--- src/rtl/download_packer.sv ---
// Packs 16-bit ROM download words into 64-bit DDR line writes. A one-entry skid
// register absorbs the first word of the next line while the current line drains.
module download_packer #(
  parameter logic [31:0] BASE_ADDR = 32'h3000_0000
) (
  input  logic        clock,
  input  logic        reset_n,
  input  logic        download_cs,
  input  logic        download_wr,
  input  logic [24:0] download_addr,
  input  logic [15:0] download_dout,
  output logic        download_waitReq,
  output logic        ddr_wr,
  output logic [31:0] ddr_addr,
  output logic [63:0] ddr_din,
  output logic [7:0]  ddr_mask,
  output logic [7:0]  ddr_burstLength,
  input  logic        ddr_waitReq,
  output logic        done
);

  typedef enum logic [1:0] {IDLE, FILL, WRITE, FLUSH} state_t;

  state_t      state, state_nxt;
  logic [63:0] line_din, din_nxt;
  logic [7:0]  line_mask, mask_nxt;
  logic [31:0] line_addr, addr_nxt;
  logic        skid_valid, skid_valid_nxt;
  logic [23:0] skid_addr, skid_addr_nxt;
  logic [15:0] skid_data, skid_data_nxt;
  logic        cs_q;
  logic        fin_pend, fin_nxt;
  logic        done_q, done_nxt;

  logic        cs_fall, wr_ok, finish, accept;
  logic [1:0]  in_k, skid_k;
  logic [31:0] in_line, skid_line;
  logic        unused_addr_lsb;

  function automatic logic [31:0] line_of(input logic [21:0] idx);
    return BASE_ADDR + {7'd0, idx, 3'b000};
  endfunction

  function automatic logic [63:0] place(input logic [63:0] d, input logic [1:0] k,
                                        input logic [15:0] w);
    d[{k, 4'b0000} +: 16] = w;
    return d;
  endfunction

  function automatic logic [7:0] enable(input logic [7:0] m, input logic [1:0] k);
    m[{k, 1'b0} +: 2] = 2'b11;
    return m;
  endfunction

  // Always-even word addresses leave bit 0 carrying no information.
  assign unused_addr_lsb = download_addr[0];

  // A write in the very cycle cs drops still belongs to the download.
  assign cs_fall   = cs_q & ~download_cs;
  assign wr_ok     = download_wr & (download_cs | cs_fall);
  assign finish    = cs_fall | fin_pend;
  assign accept    = ddr_wr & ~ddr_waitReq;
  assign in_k      = download_addr[2:1];
  assign in_line   = line_of(download_addr[24:3]);
  assign skid_k    = skid_addr[1:0];
  assign skid_line = line_of(skid_addr[23:2]);

  // NOTE: sequential state uses non-blocking assignments so every register
  // samples pre-edge values and simulation matches the synthesized flops.
  // NOTE: the line buffer and skid register are plain flops, so they are reset
  // explicitly; nothing stale may reach the DDR after reset is released.
  always_ff @(posedge clock or negedge reset_n) begin
    if (!reset_n) begin
      state      <= IDLE;
      line_din   <= '0;
      line_mask  <= '0;
      line_addr  <= '0;
      skid_valid <= 1'b0;
      skid_addr  <= '0;
      skid_data  <= '0;
      cs_q       <= 1'b0;
      fin_pend   <= 1'b0;
      done_q     <= 1'b0;
    end else begin
      state      <= state_nxt;
      line_din   <= din_nxt;
      line_mask  <= mask_nxt;
      line_addr  <= addr_nxt;
      skid_valid <= skid_valid_nxt;
      skid_addr  <= skid_addr_nxt;
      skid_data  <= skid_data_nxt;
      cs_q       <= download_cs;
      fin_pend   <= fin_nxt;
      done_q     <= done_nxt;
    end
  end

  // NOTE: every signal assigned here gets a default first, so no path can
  // leave one unassigned and infer a latch.
  always_comb begin
    state_nxt      = state;
    din_nxt        = line_din;
    mask_nxt       = line_mask;
    addr_nxt       = line_addr;
    skid_valid_nxt = skid_valid;
    skid_addr_nxt  = skid_addr;
    skid_data_nxt  = skid_data;
    done_nxt       = 1'b0;

    unique case (state)
      IDLE: begin
        if (wr_ok) begin
          din_nxt   = place(64'd0, in_k, download_dout);
          mask_nxt  = enable(8'd0, in_k);
          addr_nxt  = in_line;
          state_nxt = finish ? FLUSH : ((in_k == 2'd3) ? WRITE : FILL);
        end else if (finish) begin
          done_nxt = 1'b1;
        end
      end
      FILL: begin
        if (wr_ok && (in_line == line_addr)) begin
          din_nxt   = place(line_din, in_k, download_dout);
          mask_nxt  = enable(line_mask, in_k);
          state_nxt = finish ? FLUSH : ((in_k == 2'd3) ? WRITE : FILL);
        end else if (wr_ok) begin
          skid_valid_nxt = 1'b1;
          skid_addr_nxt  = download_addr[24:1];
          skid_data_nxt  = download_dout;
          state_nxt      = WRITE;
        end else if (finish) begin
          state_nxt = FLUSH;
        end
      end
      WRITE: begin
        if (accept) begin
          din_nxt  = '0;
          mask_nxt = '0;
          if (skid_valid) begin
            din_nxt        = place(64'd0, skid_k, skid_data);
            mask_nxt       = enable(8'd0, skid_k);
            addr_nxt       = skid_line;
            skid_valid_nxt = 1'b0;
            state_nxt      = finish ? FLUSH : ((skid_k == 2'd3) ? WRITE : FILL);
          end else begin
            state_nxt = IDLE;
            done_nxt  = finish;
          end
        end
      end
      FLUSH: begin
        if (accept) begin
          din_nxt   = '0;
          mask_nxt  = '0;
          state_nxt = IDLE;
          done_nxt  = 1'b1;
        end
      end
      default: state_nxt = IDLE;
    endcase

    // A cs fall is remembered until its done pulse is issued.
    if (done_nxt)     fin_nxt = 1'b0;
    else if (cs_fall) fin_nxt = 1'b1;
    else              fin_nxt = fin_pend;
  end

  always_comb begin
    ddr_wr           = (state == WRITE) || (state == FLUSH);
    download_waitReq = ddr_wr || skid_valid;
    ddr_addr         = line_addr;
    ddr_din          = line_din;
    ddr_mask         = line_mask;
    ddr_burstLength  = 8'd1;
    done             = done_q;
  end

endmodule

--- config.mk ---
export PLATFORM = sky130hd
export DESIGN_NAME = download_packer
export DESIGN_NICKNAME = d
export VERILOG_FILES = /design/src/rtl/download_packer.sv
export SDC_FILE = /design/constraint.sdc
export NUM_CORES = 1
export LEC_CHECK = 0
export ABC_AREA = 0
export CAP_MARGIN = 0
export CORE_MARGIN = 2
export CORE_UTILIZATION = 55
export DETAILED_ROUTE_END_ITERATION = 7
export PLACE_DENSITY = 0.87
export REMOVE_ABC_BUFFERS = 1
export SYNTH_ARGS = -nofsm -noshare
export SYNTH_HDL_FRONTEND = slang
export SYNTH_SLANG_ARGS = --single-unit
export TNS_END_PERCENT = 100
--- constraint.sdc ---
create_clock -name clock -period 5.1 [get_ports clock]
set_input_delay 0.51 -clock clock [delete_from_list [all_inputs] [get_ports clock]]
set_output_delay 0.51 -clock clock [all_outputs]
set_load 0.01 [all_outputs]
### Word level (Yosys, flattened, before mapping)

Cells that the tools add are included.

* div/mod/pow operators: 0
* $mul: 0
* magnitude comparators: 0
* multiplexer cells: 42
* shift operators: 8
* $add $sub $neg: 6
* eq/ne operators: 14
* reductions and logical operators: 12
* bitwise logic cells: 12

Operator list (number)
* two-way mux 64 bit: 5
* one-hot mux 64 bit (4 select lines): 1
* AND 64 bit: 2
* variable shift 16 x 8 -> 64 bit, first input constant: 2
* indexed part select 16 x 8 -> 64 bit: 2
* two-way mux 32 bit: 3
* bitwise mux 64 bit: 1
* one-hot mux 32 bit (2 select lines): 1
* adder 30 x 25 -> 31 bit, first input constant: 2
* two-way mux 8 bit: 5
* == test 31 x 32 -> 1 bit: 1
* one-hot mux 8 bit (4 select lines): 1
* two-way mux 2 bit: 11
* AND 8 bit: 2
* negation 6 -> 8 bit: 2
* AND reduction 4 bit: 4
* variable shift 2 x 5 -> 8 bit, first input constant: 2
* indexed part select 2 x 5 -> 8 bit, first input constant: 2
* != test 2 bit, second input constant: 7
* two-way mux 1 bit: 10
* negation 3 -> 5 bit: 2
* bitwise mux 8 bit: 1
* == test 2 bit, second input constant: 4
* one-hot mux 2 bit (4 select lines): 1
* 12 further kinds: 20

* word-level logic and storage cells: 104
* output and inout port bits: 115
* memories kept: 0
* memory bits (writable): 0
* bits of input ports: 46
* register bits after elaboration: 150
* memory bits (read-only): 0
* bits in latches: 0

### Logic depth before layout (Yosys ltp)

* word-level depth: 7
* gate-level depth with buffers: 9
* gate-level depth less buffers: 7

### Least setup slack after synthesis

OpenSTA, ideal clock, no wires.

* path kind: input port to flip-flop
* from: input port download_addr[1]
* to: register line_din[15] (netlist: ddr_din[15])
* arrival time: 2.169 ns
* path buffers: 1
* setup slack: 2.866 ns
* cell stages on the path: 7
* cells stage by stage: inv_1 > ha_1 > nor4b_1 > clkbuf_1 > nand2_1 > o21ai_0 > mux2_1

* cells in the longest elaborated chain, start to end: 5
* elaborated cells between the ends (all ways): 8

Ends and longest elaborated chain
* from (decl): line 10 `input logic [24:0] download_addr,`
* negation 6 -> 8 bit (*): line 46 `d[{k, 4'b0000} +: 16] = w;`
* indexed part select 16 x 8 -> 64 bit / variable shift 16 x 8 -> 64 bit (equally long branches): line 46
* bitwise mux 64 bit / AND 64 bit (equally long branches)
* two-way mux 64 bit (on tied branches): line 122, 112
* one-hot mux 64 bit (4 select lines) (*): line 110 `unique case (state)`
* to (signal assigned): line 86 `line_din <= din_nxt;`
* to (decl): line 25 `logic [63:0] line_din, din_nxt;`

Mark *: on every way between the ends. The rest lies on a longest branch, timed or not. The select of a mux whose other input is x is not followed.
A chain may end at the register's enable or synchronous reset.

### Worst setup path in the final report

* from: register state[1]
* to: register line_din[11] (netlist: ddr_din[11])

* cells in the longest elaborated chain, start to end: 5
* elaborated cells between the ends (all ways): 12

Ends and longest elaborated chain
* from (decl): line 24 `state_t state, state_nxt;`
* from (signal assigned): line 85 `state <= state_nxt;`
* == test 2 bit: line 110, 169
* logical OR 1 bit: line 169 `ddr_wr = (state == WRITE) || (state == FLUSH);`
* AND 1 bit: line 62 `assign accept = ddr_wr & ~ddr_waitReq;`
* != test 2 bit (no source line)
* AND reduction 4 bit (no source line)

Parallel ways exist; a longest one is shown, timed or not.

==> run metrics <==
crit path time final about 3300 ps; PortBufs 143; category of the critical setup timing path register to register; total CTS buffers 17; Setup crit start state[1]$_DFFE_PN0P_; setup ws final 1810 ps; dpl ws 1480 ps; post-cts resize count 0; Worst Setup EP ddr_din[11]$_DFFE_PN0P_; worst skew pair latency approximately 430 ps; Hold-fix buffers, CTS 0; # nets final 814; HP Class input port to asynchronous set/reset pin; Syn Inst Count 626; TritonCTS Sinks between 100 and 150; critical path arrival approximately 3600 ps; clk root buf clkbuf_16; status finished clean; Initial Util 0.560; via count about 5.8k; Syn Area/Cell 11.2 um2; hold_ws approximately 98 ps; I/O pin cnt 161; CP Capture Type register; FF-to-FF path depth 6; clock tree buffer depth 2; WL final just under 20000 um; die width about 120 um; pin count of the biggest net entering global routing 80; Worst slew margin 0.135; power per cell area a little over 500 nW/um2; Max-Cap Viols 0; VDD IR-drop max 0.291 mV; number of flops mapped to enable cells by yosys 0; final slew viol count 0; clock-pin slew on the worst setup and hold paths about 60 ps; Setup Buffers After CTS 0; CP startpoint kind register; Final Non-Filler Cells ~940; Antenna Nets Post-Route 0; HPWL Detailed about 12000 um; # diodes 0; Cell Area, Synth 7040 um2; share of layout cells above drive strength 1 0.0830; number of global-route vias before repair 6029; most frequent cells in the layout 142 x clkdlybuf4s50_1, 141 x dfrtp_1, 66 x a22oi_1; YS warnings 0; routability congestion estimate 0.867; register area share after synthesis 0.502; dominant synthesized flop cell dfrtp_1; placed cell areas between 8000 and 9000 um2; Yosys reg bits about 140; Reg-to-Reg Start state[1]$_DFFE_PN0P_; r2r endpoint ddr_din[11]$_DFFE_PN0P_; endpoints failing setup 0; CTS tree built; die area 13700 um2; placed insts ~910; DR WL/cell ~21 um; Unique masters post-synth 49; first-pass GRT wire length roughly 31000 um; CP required 5410 ps; final worst-path cycle share 0.645; RSZ-0062 raised after global routing false; fmax a little over 300 MHz; ys async rst share 1.00; via/cell ratio ~6.2; DR pass1 iterations 5; Die H 117 um; initial antenna violation count 0; Final Cell Area about 9200 um2; total gr overflow 0; gr usage total 0.302; setup TNS 0 ps; reg2reg setup slack 1810 ps; CP Max Fanout 40; drt drc 0; Leak between 0.003 and 0.004 uW; final hold violation count 0; H-tree depth 4; CORE AREA between 10000 and 15000 um2; worst-margin pin slew around 1300 ps; commonest non-fill, non-tap cell in the layout clkdlybuf4s50_1; row count slightly above 40; DRT iter0 DRCs 500; Worst Skew between 6 and 7 ps; Area Overhead vs Synth 30.8%
-- Yosys cell counts, types with 2 or more instances --
master       n  share of area
a31oi_1      3         0.0027
mux2i_1     26          0.037
ha_1        10          0.018
and4_1       2         0.0025
mux2_1      61          0.098
a21boi_0     4         0.0043
conb_1       2         0.0011
inv_1       16         0.0085
nor2b_1      2         0.0018
nor4b_2      3         0.0064
clkbuf_1    22          0.012
a221oi_1     3         0.0037
a21oi_1     27          0.019
o22ai_1      2         0.0018
a211oi_1     2         0.0021
a22oi_1     66          0.070
xor2_1       2         0.0025
o2bb2ai_1   36          0.045
dfrtp_1    141           0.50
nand4_1      4         0.0036
xnor2_1     20          0.025
o21ai_0     37          0.026
mux2_2       5         0.0080
nand2_1     37          0.020
nand3_1      3         0.0021
buf_2       16          0.011
buf_4       18          0.019
nand4b_1     2         0.0025
nor2_1      32          0.017
nor4_1       3         0.0027
-- registers in the layout (all words and copies together) (netlist names) --
register / count
skid_addr: 24
cs_q: 1
done: 1
ddr_mask: 8
ddr_addr: 23
skid_valid: 1
skid_data: 16
fin_pend: 1
ddr_din: 64
state: 2
-- report_power, final --
| part | internal [uW] | leakage [uW] | total [uW] | switching (uW) |
|---|---|---|---|---|
| Clock | 804 | 0.000303 | 1280 | 478 |
| Combinational | 778 | 0.00171 | 1660 | 885 |
| Sequential | 1440 | 0.00181 | 1780 | 336 |
| Total | 3020 | 0.00383 | 4720 | 1700 |
-- final cells by class --
cell class | count | area [um2]
clock buffers | 21 | 470
repair buffers | 156 | 1540
clock inverters | 11 | 140
inverters | 16 | 60.1
well taps | 172 | 215
fillers | 802 | 3370
flip-flops and latches | 141 | 3530
multi-input cells | 426 | 3240
-- per-layer routing --
layer,wire [um],GRT usage
met4,944,0.180
met1,7800,0.383
met2,9650,0.472
met5,0,0
met3,1370,0.0731
-- per-stage QoR --
| step | total power, uW | util |
|---|---|---|
| 2_1_floorplan | 2640 | - |
| 3_3_place_gp | 3310 | 0.683 |
| 3_5_place_dp | 3400 | 0.683 |
| 4_1_cts | 4710 | 0.732 |
| 5_1_grt | 4950 | 0.732 |
| 6_report | 4720 | 0.732 |
-- logic make-up after synthesis --
logic type	share of synthesized area
compound gates	0.186
xor+xnor	0.0274
fa+ha+maj	0.0178
buf+inv	0.0514
flops	0.502
mux	0.143
other cells	0.00107
simple gates	0.0722
-- worst min-delay path by stage --
stage / endpoint / slack, ps / depth (start not counted)
after global placement: skid_addr[23]$_DFFE_PN0P_ / 470 / 1
after detailed placement: ddr_din[53]$_DFFE_PN0P_ / 470 / 1
after CTS: ddr_din[3]$_DFFE_PN0P_ / 130 / 1
after global routing: ddr_addr[14]$_DFFE_PN0P_ / 160 / 1
final: ddr_addr[14]$_DFFE_PN0P_ / 100 / 1
after floorplan: cs_q$_DFF_PN0_ / 210 / 0
-- worst max-delay path, stage by stage, from the launching register on --
cell and delay, ps:
dfrtp_1 660, nand2b_1 360, o21ai_1 300, and4bb_4 370, a21oi_4 780, buf_12 310
mux2_2 370
Note: power is estimated with default switching activity, not from simulation.
